$ cat src/rtl/rl_step_sequencer.sv
// rl_step_sequencer
//   Episode/step controller for the traffic-light learning accelerator.
//   One step: snapshot lane levels, ask the agent for an action, hold it as
//   the light phase for HOLD_CYCLES, re-snapshot the levels, wait one cycle
//   for the reward decider to register its reward, capture that reward into
//   a saturating episode accumulator, then hand it to the Q-updater.
//   After MAX_STEPS completed steps the episode ends with a one-cycle pulse.
//
// Handshakes (act_req/act_ack, upd_req/upd_done): the request is a level that
//   stays high from the first cycle of its state until the cycle in which the
//   acknowledge is sampled high on a rising edge; acknowledge in the first
//   request cycle is accepted, acknowledges outside that state are ignored,
//   and abort in the same cycle wins over the acknowledge.
//
// Ports:
//   clk, rst            clock, asynchronous active-high reset
//   start, abort        episode start pulse, synchronous abort
//   L0..L3              live lane queue levels
//   L0_s..L3_s          registered level snapshot for the reward decider
//   act_req/act_ack     action request / acknowledge, action valid with ack
//   action, phase       agent action in, applied light phase out
//   R_in, R_out         reward from decider, captured step reward out
//   upd_req/upd_done    Q-update request / completion
//   step_cnt            completed steps in the current episode
//   ep_reward           saturating signed episode reward
//   busy, episode_done  not-idle flag, end-of-episode pulse
//   state_dbg           current FSM state (debug visibility)

module rl_step_sequencer #(
  parameter int L_WIDTH     = 4,
  parameter int R_WIDTH     = 16,
  parameter int A_WIDTH     = 2,
  parameter int ACC_WIDTH   = 24,
  parameter int HOLD_CYCLES = 8,
  parameter int MAX_STEPS   = 16,
  parameter int STEP_WIDTH  = 8
) (
  input  logic                        clk,
  input  logic                        rst,
  input  logic                        start,
  input  logic                        abort,
  input  logic [L_WIDTH-1:0]          L0,
  input  logic [L_WIDTH-1:0]          L1,
  input  logic [L_WIDTH-1:0]          L2,
  input  logic [L_WIDTH-1:0]          L3,
  output logic [L_WIDTH-1:0]          L0_s,
  output logic [L_WIDTH-1:0]          L1_s,
  output logic [L_WIDTH-1:0]          L2_s,
  output logic [L_WIDTH-1:0]          L3_s,
  output logic                        act_req,
  input  logic                        act_ack,
  input  logic [A_WIDTH-1:0]          action,
  output logic [A_WIDTH-1:0]          phase,
  input  logic signed [R_WIDTH-1:0]   R_in,
  output logic signed [R_WIDTH-1:0]   R_out,
  output logic                        upd_req,
  input  logic                        upd_done,
  output logic [STEP_WIDTH-1:0]       step_cnt,
  output logic signed [ACC_WIDTH-1:0] ep_reward,
  output logic                        busy,
  output logic                        episode_done,
  output logic [3:0]                  state_dbg
);

  localparam logic [3:0] S_IDLE     = 4'd0;
  localparam logic [3:0] S_SENSE    = 4'd1;
  localparam logic [3:0] S_ACT      = 4'd2;
  localparam logic [3:0] S_HOLD     = 4'd3;
  localparam logic [3:0] S_RESAMPLE = 4'd4;
  localparam logic [3:0] S_SETTLE   = 4'd5;
  localparam logic [3:0] S_REWARD   = 4'd6;
  localparam logic [3:0] S_UPDATE   = 4'd7;
  localparam logic [3:0] S_DONE     = 4'd8;

  localparam int HC_W = (HOLD_CYCLES > 1) ? $clog2(HOLD_CYCLES) : 1;
  localparam logic [HC_W-1:0] HOLD_LOAD = HC_W'(HOLD_CYCLES - 1);
  localparam logic [STEP_WIDTH-1:0] MAX_CNT = STEP_WIDTH'(MAX_STEPS);

  // The sum is one bit wider than the wider operand so it can never wrap
  // before the clamp decides.
  localparam int SUM_W = ((ACC_WIDTH > R_WIDTH) ? ACC_WIDTH : R_WIDTH) + 1;
  localparam logic signed [SUM_W-1:0] ACC_MAX =
    {{(SUM_W-ACC_WIDTH+1){1'b0}}, {(ACC_WIDTH-1){1'b1}}};
  localparam logic signed [SUM_W-1:0] ACC_MIN =
    {{(SUM_W-ACC_WIDTH+1){1'b1}}, {(ACC_WIDTH-1){1'b0}}};

  logic [3:0]                  state;
  logic [3:0]                  state_nx;
  logic [HC_W-1:0]             hold_cnt;
  logic [STEP_WIDTH-1:0]       step_inc;
  logic signed [SUM_W-1:0]     acc_ext;
  logic signed [SUM_W-1:0]     r_ext;
  logic signed [SUM_W-1:0]     sum_ext;
  logic signed [ACC_WIDTH-1:0] sum_sat;

  assign step_inc = step_cnt + STEP_WIDTH'(1);

  // Saturating add of the sign-extended reward into the episode sum.
  always_comb begin
    acc_ext = {{(SUM_W-ACC_WIDTH){ep_reward[ACC_WIDTH-1]}}, ep_reward};
    r_ext   = {{(SUM_W-R_WIDTH){R_in[R_WIDTH-1]}}, R_in};
    sum_ext = acc_ext + r_ext;
    if (sum_ext > ACC_MAX) begin
      sum_sat = {1'b0, {(ACC_WIDTH-1){1'b1}}};
    end else if (sum_ext < ACC_MIN) begin
      sum_sat = {1'b1, {(ACC_WIDTH-1){1'b0}}};
    end else begin
      sum_sat = sum_ext[ACC_WIDTH-1:0];
    end
  end

  // Next-state logic; abort overrides every transition outside IDLE.
  always_comb begin
    state_nx = state;
    if (abort && (state != S_IDLE)) begin
      state_nx = S_IDLE;
    end else begin
      case (state)
        S_IDLE:     if (start) state_nx = S_SENSE;
        S_SENSE:    state_nx = S_ACT;
        S_ACT:      if (act_ack) state_nx = S_HOLD;
        S_HOLD:     if (hold_cnt == '0) state_nx = S_RESAMPLE;
        S_RESAMPLE: state_nx = S_SETTLE;
        S_SETTLE:   state_nx = S_REWARD;
        S_REWARD:   state_nx = S_UPDATE;
        // The post-hold snapshot of one step serves as the pre-action
        // snapshot of the next, so a new step goes straight to ACT.
        S_UPDATE:   if (upd_done) state_nx = (step_inc == MAX_CNT) ? S_DONE : S_ACT;
        S_DONE:     state_nx = S_IDLE;
        default:    state_nx = S_IDLE;
      endcase
    end
  end

  always_ff @(posedge clk or posedge rst) begin
    if (rst) begin
      state     <= S_IDLE;
      hold_cnt  <= '0;
      L0_s      <= '0;
      L1_s      <= '0;
      L2_s      <= '0;
      L3_s      <= '0;
      phase     <= '0;
      R_out     <= '0;
      step_cnt  <= '0;
      ep_reward <= '0;
    end else begin
      state <= state_nx;
      case (state)
        S_IDLE: begin
          if (start) begin
            step_cnt  <= '0;
            ep_reward <= '0;
          end
        end
        S_SENSE, S_RESAMPLE: begin
          if (!abort) begin
            L0_s <= L0;
            L1_s <= L1;
            L2_s <= L2;
            L3_s <= L3;
          end
        end
        S_ACT: begin
          if (!abort && act_ack) begin
            phase    <= action;
            hold_cnt <= HOLD_LOAD;
          end
        end
        S_HOLD: begin
          if (hold_cnt != '0) hold_cnt <= hold_cnt - HC_W'(1);
        end
        S_REWARD: begin
          if (!abort) begin
            R_out     <= R_in;
            ep_reward <= sum_sat;
          end
        end
        S_UPDATE: begin
          if (!abort && upd_done) step_cnt <= step_inc;
        end
        default: ;
      endcase
    end
  end

  assign act_req      = (state == S_ACT);
  assign upd_req      = (state == S_UPDATE);
  assign busy         = (state != S_IDLE);
  assign episode_done = (state == S_DONE);
  assign state_dbg    = state;

endmodule

$ cat config.mk
export PLATFORM = sky130hd
export DESIGN_NAME = rl_step_sequencer
export DESIGN_NICKNAME = d
export VERILOG_FILES = /design/src/rtl/rl_step_sequencer.sv
export SDC_FILE = /design/constraint.sdc
export NUM_CORES = 1
export LEC_CHECK = 0
export CELL_PAD_IN_SITES_DETAIL_PLACEMENT = 1
export CELL_PAD_IN_SITES_GLOBAL_PLACEMENT = 2
export CORE_AREA = 2 2 98 148
export CTS_CLUSTER_SIZE = 20
export DETAILED_ROUTE_END_ITERATION = 7
export DIE_AREA = 0 0 100 150
export PLACE_DENSITY = 0.95
export SYNTH_ARGS = -nofsm -noshare
export SYNTH_HDL_FRONTEND = slang
export SYNTH_SLANG_ARGS = --single-unit
$ cat constraint.sdc
create_clock -name clk -period 6 [get_ports clk]
set_input_delay 0.6 -clock clk [delete_from_list [all_inputs] [get_ports clk]]
set_output_delay 0.6 -clock clk [all_outputs]
set_load 0.02 [all_outputs]
==> results by group, run 1 <==
Yosys
  • Simple-gate share of the synthesized area: 0.147
  • Prevailing post-synth register cell: dfrtp_1
  • Post-synth ARST share: 1.00
  • Yosys Warn Count: 0
  • Mux share of post-synthesis cell area: 0.0493
  • Register area share after synthesis: 0.423
  • Post-synth EDFFs: 0
  • Register bit total from synthesis: 73
  • Post-Syn Nets: 510
  • Number of distinct library cells after synthesis: 61
  • Post-synthesis adder-cell area fraction: 0.0829
  • Compound-gate portion of the synthesized area: 0.223
  • Syn avg cell area: 9.76 um2
  • Synthesized instance count: 442
  • Main combinational cell family by area after synthesis: compound AO/OA/AOI/OAI gates
  • Mapped Area: 4310 um2
  • Xor/xnor share of the synthesized area: 0.0406

STA
  • Final Hold Viols: 0
  • Layout Skew: 0.00727 ns
  • RSZ-0062 raised after global routing: false
  • Fmax: 267 MHz
  • Minimum clock period: approximately 3.7 ns
  • TNS Setup: 0 ns
  • Slew Viols, Final: 0
  • Slew HR: 0.197
  • Transition time of the tightest slew-check pin: about 1.2 ns
  • Final setup vio count: 0
  • Fin crit share: 0.625

Global routing
  • Initial antenna violation count: 0
  • Global-route wire length before repair: around 21,000 um
  • Vias in the first global route: 4,309
  • Largest net degree at the start of global routing: 74
  • Gr ovfl total: 0
  • Gr usage total: 0.180

Placement
  • Post-DP HPWL: 9800 um
  • IO buf count: 113
  • Routability congestion estimate: 0.862

Final layout
  • # diodes: 0
  • Share of cells above drive strength 1: 0.0912
  • Nets: 622
  • Final core area utilization: 0.427
  • Area grow syn2layout: 36.6%

Floorplanning
  • Initial Util: 0.313
  • Die Area: approximately 15,000 um2
  • Core Box Area: 13,800 um2
  • Chip Width: 100 um
  • Ports: ~110
  • Num rows: 53
  • Die Ht: about 150 um

Route
  • Initial drt markers: approximately 130
  • Drt wl/cell: 18.1 um
  • Residual DRC: 0
  • Via count: about 4,000
  • WL final: roughly 13,000 um
  • Vias per cell: around 5.4
  • Antenna viol nets, final: 0
  • DRT Pass-1 Iters: 4

Worst setup path
  • Setup crit end kind: flip-flop
  • Critical path type: in2reg
  • Reg-to-reg setup timing slack: 2.67 ns
  • Req. time, crit path: 6.22 ns
  • Crit path arrival time: 3.97 ns
  • Startpoint types: primary input
  • FF-to-FF End: ep_reward[12]
  • Reg2reg start: ep_reward[1]
  • R2R cell count: 9
  • Crit-path max FO: 20

CTS
  • # resized after CTS: 0
  • H-Tree Depth: 3
  • Clock Tree Buf Depth: 2
  • Clock Sinks: 73
  • Worst-path clk slew: about 0.060 ns
  • Postcts setup bufs: 0
  • Latest clock arrival within the worst-skew pair: ~0.33 ns
  • Cts hold-fix bufs: 0
  • Total CTS buffers: 9
  • CTS root buf: clkbuf_16
  • CTS tree: yes

Worst hold path
  • Hold endpoint: R_out[7]
  • WHS Path Cells: 2
  • Startpoint of the worst hold path: R_out[7]
  • HP Class: reg2reg

Flow run
  • Max-cap violation count: 0

Outcome
  • Status: complete, no violations

Power and ir drop
  • Max VDD drop: 0.140 mV
  • Pwr/cell area: 348 nW/um2
  • Pleak: 2.66 nW
==> layout by cell type, fill, tap and decap left out, types with 4 or more instances in the layout <==
cell type and count:
nand3_1 4, clkbuf_16 9, clkbuf_1 4, clkdlybuf4s50_1 113, nand2b_1 6, xor2_1 7, nand4_1 4, a21oi_1 27
a21o_1 9, o21ai_0 28, mux2_2 18, inv_1 17, a221o_1 19, ha_1 27, nor3_1 10, nor2_1 22
nand2_1 73, dfrtp_1 73, xnor2_1 13, o211ai_1 5
==> routing by layer <==
layer / routed length, um / vias up / track usage / part of all wire
met5: 0 / - / 0 / 0
met4: 236 / 0 / 0.0610 / 0.018
met3: 475 / 20 / 0.0336 / 0.036
met2: 7260 / 97 / 0.346 / 0.55
met1: 5160 / 1944 / 0.195 / 0.39
li1: - / 1836 / - / -
==> stage by stage <==
step | instances | hold WS (ns) | setup slack [ns] | cell area (um2) | power, mW
after floorplan | 442 | 0.518 | 3.08 | 4310 | 1.16
after global placement | 708 | 0.457 | 2.02 | 5600 | 1.50
after detailed placement | 708 | 0.465 | 1.95 | 5600 | 1.53
after CTS | 724 | 0.479 | 2.28 | 5890 | 2.07
after global routing | 724 | 0.502 | 1.91 | 5890 | 2.17
final | 724 | 0.470 | 2.25 | 5890 | 2.05
==> Yosys cell counts (4+ instances only) <==
cell      count  area share
a21o_1        9       0.016
a21oi_1      28       0.032
a221o_1      19       0.044
clkbuf_1     10      0.0087
dfrtp_1      73        0.42
ha_1         27       0.078
inv_1        18       0.016
mux2_2       18       0.047
nand2_1      73       0.064
nand2b_1      6      0.0087
nand3_1       4      0.0046
nand4_1       4      0.0058
nor2_1       22       0.019
nor3_1       10       0.012
o211ai_1      5      0.0087
o21ai_0      28       0.032
xnor2_1      13       0.026
xor2_1        7       0.014
==> state kept, by name, summed over array words and instances (netlist names) <==
signal,count
state_dbg,4
step_cnt,8
L0_s,4
phase,2
L3_s,4
ep_reward,24
R_out,16
L1_s,4
hold_cnt,3
L2_s,4
==> critical path, stage by stage <==
cell	delay, ns
clkdlybuf4s50_1	0.65
ha_1	0.48
a21o_1	0.20
a2111oi_0	0.76
a22oi_1	0.29
and2_1	0.53
a311o_1	0.45
==> cell families (layout without fill, tap and decap cells) <==
logic type,count (synthesis),after routing
muxes,19,19
xor gates and xnor gates,20,20
buffers and inverters,33,150
DFF,73,73
AOI/OAI and AO/OA,129,129
adders and majority gates,28,28
and+or+nand+nor,140,140
==> worst max path at each step <==
stage	start	to	slack, ns	cells after the start
floorplan	R_in[0]	ep_reward[10]	3.08	12
global placement	R_in[15]	ep_reward[19]	2.02	7
detailed placement	R_in[15]	ep_reward[19]	1.95	10
CTS	R_in[15]	ep_reward[19]	2.28	10
global route	R_in[15]	ep_reward[19]	1.91	7
finish	R_in[15]	ep_reward[19]	2.25	7
==> report_power, final <==
part           leakage [nW]  total, mW  switching (mW)  internal (mW)
sequential            0.965      0.698          0.0824          0.616
combinational          1.56      0.818           0.428          0.390
clock                 0.137      0.536           0.201          0.334
total                  2.66       2.05           0.712           1.34
==> area by class of cell <==
type / count / area, um2
clock buffers: 14 / 254
well taps: 165 / 206
clock inverters: 2 / 37.5
multi-input cells: 336 / 2350
repair buffers: 116 / 1150
flip-flops and latches: 73 / 1830
inverters: 18 / 67.6
fillers: 1544 / 7900
No activity file was read; power rests on OpenSTA's default activity.
==> inputs of run 2 (changes only) <==
--- a/config.mk
+++ b/config.mk
@@ -7,11 +7,11 @@
 export LEC_CHECK = 0
 export CELL_PAD_IN_SITES_DETAIL_PLACEMENT = 1
 export CELL_PAD_IN_SITES_GLOBAL_PLACEMENT = 2
-export CORE_AREA = 2 2 98 148
+export CORE_AREA = 2 2 101 152
 export CTS_CLUSTER_SIZE = 20
 export DETAILED_ROUTE_END_ITERATION = 7
-export DIE_AREA = 0 0 100 150
-export PLACE_DENSITY = 0.95
+export DIE_AREA = 0 0 103 154
+export PLACE_DENSITY = 0.91
 export SYNTH_ARGS = -nofsm -noshare
 export SYNTH_HDL_FRONTEND = slang
 export SYNTH_SLANG_ARGS = --single-unit
==> constraint.sdc (replaced) <==
create_clock -name clk -period 3.9 [get_ports clk]
set_input_delay 0.39 -clock clk [delete_from_list [all_inputs] [get_ports clk]]
set_output_delay 0.39 -clock clk [all_outputs]
set_load 0.02 [all_outputs]
==> results by group, run 2 (synthesized netlist as in run 1, its figures left out) <==
Global routing
  • Gr usage total: 0.172 (-0.00836)
  • Global-route wire length before repair: 21,600 um (+0.67%)
  • Gr ovfl total: 0 (unchanged)
  • Largest net degree at the start of global routing: 37 (-50%)
  • Vias in the first global route: 4,304 (-0.12%)
  • Initial antenna violation count: 0 (unchanged)

CTS
  • Cts hold-fix bufs: 0 (unchanged)
  • Total CTS buffers: 9 (unchanged)
  • # resized after CTS: 0 (unchanged)
  • Latest clock arrival within the worst-skew pair: 0.33 ns (about the same)
  • Worst-path clk slew: 0.05 ns (about the same)
  • Postcts setup bufs: 0 (unchanged)
  • Clock Tree Buf Depth: 2 (unchanged)
  • H-Tree Depth: 3 (unchanged)
  • CTS root buf: clkbuf_16
  • Clock Sinks: 73 (unchanged)
  • CTS tree: yes

Outcome
  • Status: complete, no violations

STA
  • Layout Skew: 0.00607 ns (-0.00120 ns)
  • Fin crit share: 0.881
  • TNS Setup: 0 ns (unchanged)
  • Minimum clock period: between 3 and 4 ns
  • Final Hold Viols: 0 (unchanged)
  • Fmax: 291 MHz
  • Slew Viols, Final: 0 (unchanged)
  • Transition time of the tightest slew-check pin: 0.718 ns (-0.486 ns)
  • RSZ-0062 raised after global routing: false
  • Final setup vio count: 0 (unchanged)
  • Slew HR: 0.520 (+0.323)

Placement
  • Routability congestion estimate: 0.819 (-4.9%)
  • DP Cell Count: 744 (+5.1%)
  • Post-DP HPWL: 10,500 um (+7.6%)
  • IO buf count: 113 (unchanged)
  • Post-place instance area: 5690 um2 (+1.6%)

Floorplanning
  • Core Box Area: 14,500 um2 (+4.8%)
  • Num rows: 54 (+1.9%)
  • Initial Util: 0.298 (-0.0144)
  • Ports: 114 (unchanged)
  • Chip Width: 103 um (+3.0%)
  • Die Ht: 154 um (+2.7%)
  • Die Area: 15,900 um2 (+5.7%)

Final layout
  • Largest Register: ep_reward
  • Fillcell total: 1,691 (+9.5%)
  • Most frequent cells in the layout: clkdlybuf4s50_1 (113), dfrtp_1 (73), nand2_1 (73)
  • # diodes: 0 (unchanged)
  • Final Cell Area: 5950 um2 (+0.93%)
  • Most common cell after layout, fill and taps aside: clkdlybuf4s50_1
  • Area grow syn2layout: 37.9%
  • Largest register FFs: 24 (unchanged)
  • Share of cells above drive strength 1: 0.100 (+0.00877)
  • Nets: 627 (+0.80%)
  • Multi-input logic area: 2350 um2 (unchanged)
  • Largest regs: ep_reward (24), R_out (16), step_cnt (8)
  • Register area: 1830 um2 (unchanged)
  • Layout Cells excl Fill: 756 (+4.4%)

Worst setup path
  • Slowest CP cell: clkdlybuf4s50_1
  • Crit path arrival time: 3.64 ns (-0.33 ns)
  • Worst-path cell chain: clkdlybuf4s50_1 > ha_1 > a21o_1 > a2111oi_2 > a21oi_1 > o21ai_0 > a22oi_1 > and2_1 > buf_12 > a311o_1
  • Worst path max stage delay: 0.65 ns (-0.11 ns)
  • Req. time, crit path: 4.11 ns (-2.11 ns)
  • Crit path from: R_in[15]
  • Crit-path max FO: 12 (-40%)
  • Startpoint types: primary input
  • Critical path type: in2reg
  • Setup crit end kind: flip-flop
  • Reg2reg start: ep_reward[0]

Flow run
  • Max-cap violation count: 0 (unchanged)

Route
  • Initial drt markers: 100 (-25%)
  • Vias per cell: 5.12 (-4.9%)
  • WL final: 13,600 um (+3.2%)
  • Drt wl/cell: 17.9 um (-1.1%)
  • DRT Pass-1 Iters: 4 (unchanged)
  • Antenna viol nets, final: 0 (unchanged)
  • Via count: 3,871 (-0.67%)
  • Residual DRC: 0 (unchanged)

Power and ir drop
  • Max VDD drop: 0.225 mV (+61%)
  • Pleak: 2.68 nW (+0.74%)
  • Pwr/cell area: 519 nW/um2 (+49%)

Worst hold path
  • HP Class: in2async
run 2: cell count changes in the layout (fill, tap and decap cells not counted), sizes merged:
cell,before,now
clkinvlp,1,0
clkbuf,14,11
buf,3,8
bufinv,1,0
clkinv,0,1
run 2: power by group:
group | internal, mW | total, mW | switching (mW)
clock network | 0.449 | 0.736 | 0.286
registers | 0.948 | 1.08 | 0.132
logic | 0.608 | 1.27 | 0.664
total | 2.01 | 3.09 | 1.08
run 2: critical path: cells and delay by family:
kind,cells,cell delay [ns]
AO/OA/AOI/OAI,6,1.56
AND/OR/NAND/NOR,1,0.33
buffers and inverters,2,0.85
adder cells (fa/ha/maj),1,0.51
run 2: layer usage:
layer / vias to the layer above / GRT usage / routed length (um)
met1: 1921 / 0.187 / 5200
met3: 14 / 0.0318 / 655
met2: 100 / 0.327 / 7490
met4: 0 / 0.0508 / 208
met5: - / 0 / 0
li1: 1836 / - / -
run 2: layout make-up:
cell class              count  area share
repair buffers            121       0.202
inverters                  18      0.0114
flip-flops and latches     73       0.307
multi-input cells         336       0.395
clock buffers              11      0.0425
well taps                 196      0.0412
clock inverters             1    0.000841
run 2: metrics by stage:
step | hold WS, ns | power, mW | util | setup slack [ns]
finish | 0.364 | 3.09 | 0.411 | 0.463
global route | 0.390 | 3.26 | 0.411 | 0.254
CTS | 0.375 | 3.13 | 0.411 | 0.496
detailed placement | 0.466 | 2.38 | 0.394 | 0.148
global placement | 0.457 | 2.32 | 0.394 | 0.350
floorplan | 0.463 | 1.78 | - | 1.10
run 2: worst paths after layout:
| kind | end | slack, ns | cells after the start |
|---|---|---|---|
| setup reg to reg | ep_reward[19] | 0.67 | 12 |
| max in group asynchronous | R_out[2] | 2.73 | 3 |
| hold reg to reg | R_out[4] | 0.48 | 2 |
| min in group clk | R_out[4] | 0.48 | 2 |
| setup / recovery | ep_reward[19] | 0.46 | 10 |
| hold / removal | L2_s[1] | 0.36 | 2 |
==> inputs of run 3 (changes only) <==
--- a/config.mk
+++ b/config.mk
@@ -11,6 +11,7 @@
 export CTS_CLUSTER_SIZE = 20
 export DETAILED_ROUTE_END_ITERATION = 7
 export DIE_AREA = 0 0 103 154
+export GPL_TIMING_DRIVEN = 0
 export PLACE_DENSITY = 0.91
 export SYNTH_ARGS = -nofsm -noshare
 export SYNTH_HDL_FRONTEND = slang
==> results by group, run 3 (synthesized netlist as in run 1, its figures left out) <==
Final layout
  • Multi-input logic area: 2340 um2 (-0.16%)
  • Area grow syn2layout: 40.0%
  • Final Cell Area: 6040 um2 (+1.5%)
  • Register area: 1830 um2 (unchanged)
  • # diodes: 0 (unchanged)
  • Fillcell total: 1,685 (-0.35%)
  • Largest Register: ep_reward
  • Largest register FFs: 24 (unchanged)
  • Largest regs: ep_reward (24), R_out (16), step_cnt (8)
  • Share of cells above drive strength 1: 0.0997 (-0.000350)
  • Most frequent cells in the layout: clkdlybuf4s50_1 (113), dfrtp_1 (73), nand2_1 (73)
  • Most common cell after layout, fill and taps aside: clkdlybuf4s50_1
  • Nets: 635 (+1.3%)

STA
  • Final setup vio count: 0 (unchanged)
  • Slew Viols, Final: 0 (unchanged)
  • Layout Skew: 0.00802 ns (+0.00194 ns)
  • Fmax: 289 MHz (-0.72%)
  • Fin crit share: 0.888 (+0.00637)
  • Transition time of the tightest slew-check pin: 0.797 ns (+0.0786 ns)
  • RSZ-0062 raised after global routing: false
  • Worst Slack Setup Final: 0.438 ns (-0.0248 ns)
  • Final Hold Viols: 0 (unchanged)
  • Minimum clock period: 3.46 ns (+0.0248 ns)
  • Slew HR: 0.455 (-0.0651)
  • TNS Setup: 0 ns (unchanged)

Route
  • DRT Pass-1 Iters: 5 (+1)
  • WL final: 13,500 um (-0.76%)
  • Antenna viol nets, final: 0 (unchanged)
  • Vias per cell: 5.13 (+0.12%)
  • Drt wl/cell: 17.5 um (-2.3%)
  • Via count: 3,937 (+1.7%)
  • Residual DRC: 0 (unchanged)
  • Initial drt markers: 119 (+19%)

Power and ir drop
  • Total Power: 3.26 mW (+5.4%)
  • Max VDD drop: 0.222 mV (-1.2%)
  • Pleak: 2.71 nW (+1.3%)
  • Pwr/cell area: 539 nW/um2 (+3.8%)

CTS
  • H-Tree Depth: 3 (unchanged)
  • Worst-path clk slew: 0.06 ns (about the same)
  • Clock Tree Buf Depth: 2 (unchanged)
  • Clock Sinks: 73 (unchanged)
  • Latest clock arrival within the worst-skew pair: 0.34 ns (about the same)
  • Cts hold-fix bufs: 0 (unchanged)
  • # resized after CTS: 0 (unchanged)
  • Total CTS buffers: 9 (unchanged)
  • Postcts setup bufs: 0 (unchanged)
  • CTS root buf: clkbuf_16
  • CTS tree: yes

Worst setup path
  • Reg2reg start: ep_reward[0]
  • Worst-path cell chain: clkdlybuf4s50_1 > ha_1 > a21o_1 > a2111oi_0 > a22oi_1 > and2_1 > buf_2 > a311o_1
  • Crit-path max FO: 10 (-2)
  • Top delay family on crit path: compound AO/OA/AOI/OAI gates
  • Reg-to-reg setup timing slack: 0.78 ns (+0.11 ns)
  • Slowest CP cell: clkdlybuf4s50_1
  • Worst path depth: 8 (-2)
  • Req. time, crit path: 4.12 ns (about the same)
  • R2R cell count: 12 (unchanged)
  • Startpoint types: primary input
  • Crit path arrival time: 3.69 ns (+0.05 ns)
  • FF-to-FF End: ep_reward[19]
  • Critical path type: in2reg
  • Setup crit end kind: flip-flop
  • Worst path max stage delay: 0.72 ns (+0.07 ns)
  • Worst path bufs/invs: 2 (unchanged)

Global routing
  • Largest net degree at the start of global routing: 44 (+19%)
  • Initial antenna violation count: 0 (unchanged)
  • Vias in the first global route: 4,337 (+0.77%)
  • Global-route wire length before repair: 21,100 um (-2.6%)
  • Gr ovfl total: 0 (unchanged)
  • Gr usage total: 0.169 (-0.00345)

Floorplanning
  • Die Ht: 154 um (unchanged)
  • Die Area: 15,900 um2 (unchanged)
  • Ports: 114 (unchanged)
  • Core Box Area: 14,500 um2 (unchanged)
  • Num rows: 54 (unchanged)
  • Initial Util: 0.298 (unchanged)
  • Chip Width: 103 um (unchanged)

Outcome
  • Status: complete, no violations

Flow run
  • Max-cap violation count: 0 (unchanged)

Placement
  • IO buf count: 113 (unchanged)
  • Post-place instance area: 5720 um2 (+0.51%)
  • Routability congestion estimate: 0.885 (+8.0%)
  • Post-DP HPWL: 10,500 um (-0.68%)
  • Post-place setup slack: 0.0500 ns (-0.0981 ns)

Worst hold path
  • HP Class: in2async
==> run 3: cell count changes in the layout (fill, tap and decap cells not counted), moves of 2 or more <==
cell	before	now
buf_4	7	0
buf_6	0	2
buf_2	0	3
clkinv_4	0	2
clkbuf_1	0	10
clkbuf_8	2	0
bufinv_16	0	2
==> run 3: metal layers <==
layer	vias to the layer above	track usage	wire [um]
met1	1957	0.180	5300
met5	-	0	0
li1	1867	-	-
met2	94	0.322	7400
met3	19	0.0336	516
met4	0	0.0520	244
==> run 3: area by class of cell <==
class                   instances  share of cell area
inverters                      18              0.0116
clock inverters                 7              0.0157
clock buffers                   9              0.0373
multi-input cells             336               0.388
repair buffers                114               0.192
flip-flops and latches         73               0.302
plain buffers                  15              0.0124
well taps                     196              0.0406
==> run 3: power breakdown <==
part	internal [mW]	switching (mW)
Sequential	0.947	0.115
Combinational	0.609	0.693
Clock	0.559	0.332
==> run 3: metrics by stage <==
stage,util,cells,hold WS (ns)
final,0.418,768,0.427
after global routing,0.418,768,0.469
after CTS,0.418,768,0.447
after detailed placement,0.396,752,0.468
after global placement,0.394,751,0.458
after floorplan,-,442,0.463
==> run 3: how the worst max path moves through the flow <==
| stage | startpoint | to |
|---|---|---|
| detailed placement | R_in[15] | ep_reward[19] |
| global placement | R_in[15] | ep_reward[19] |
| CTS | R_in[15] | ep_reward[19] |
| global route | R_in[15] | ep_reward[19] |
| floorplan | ep_reward[0] | ep_reward[10] |
| finish | R_in[15] | ep_reward[19] |
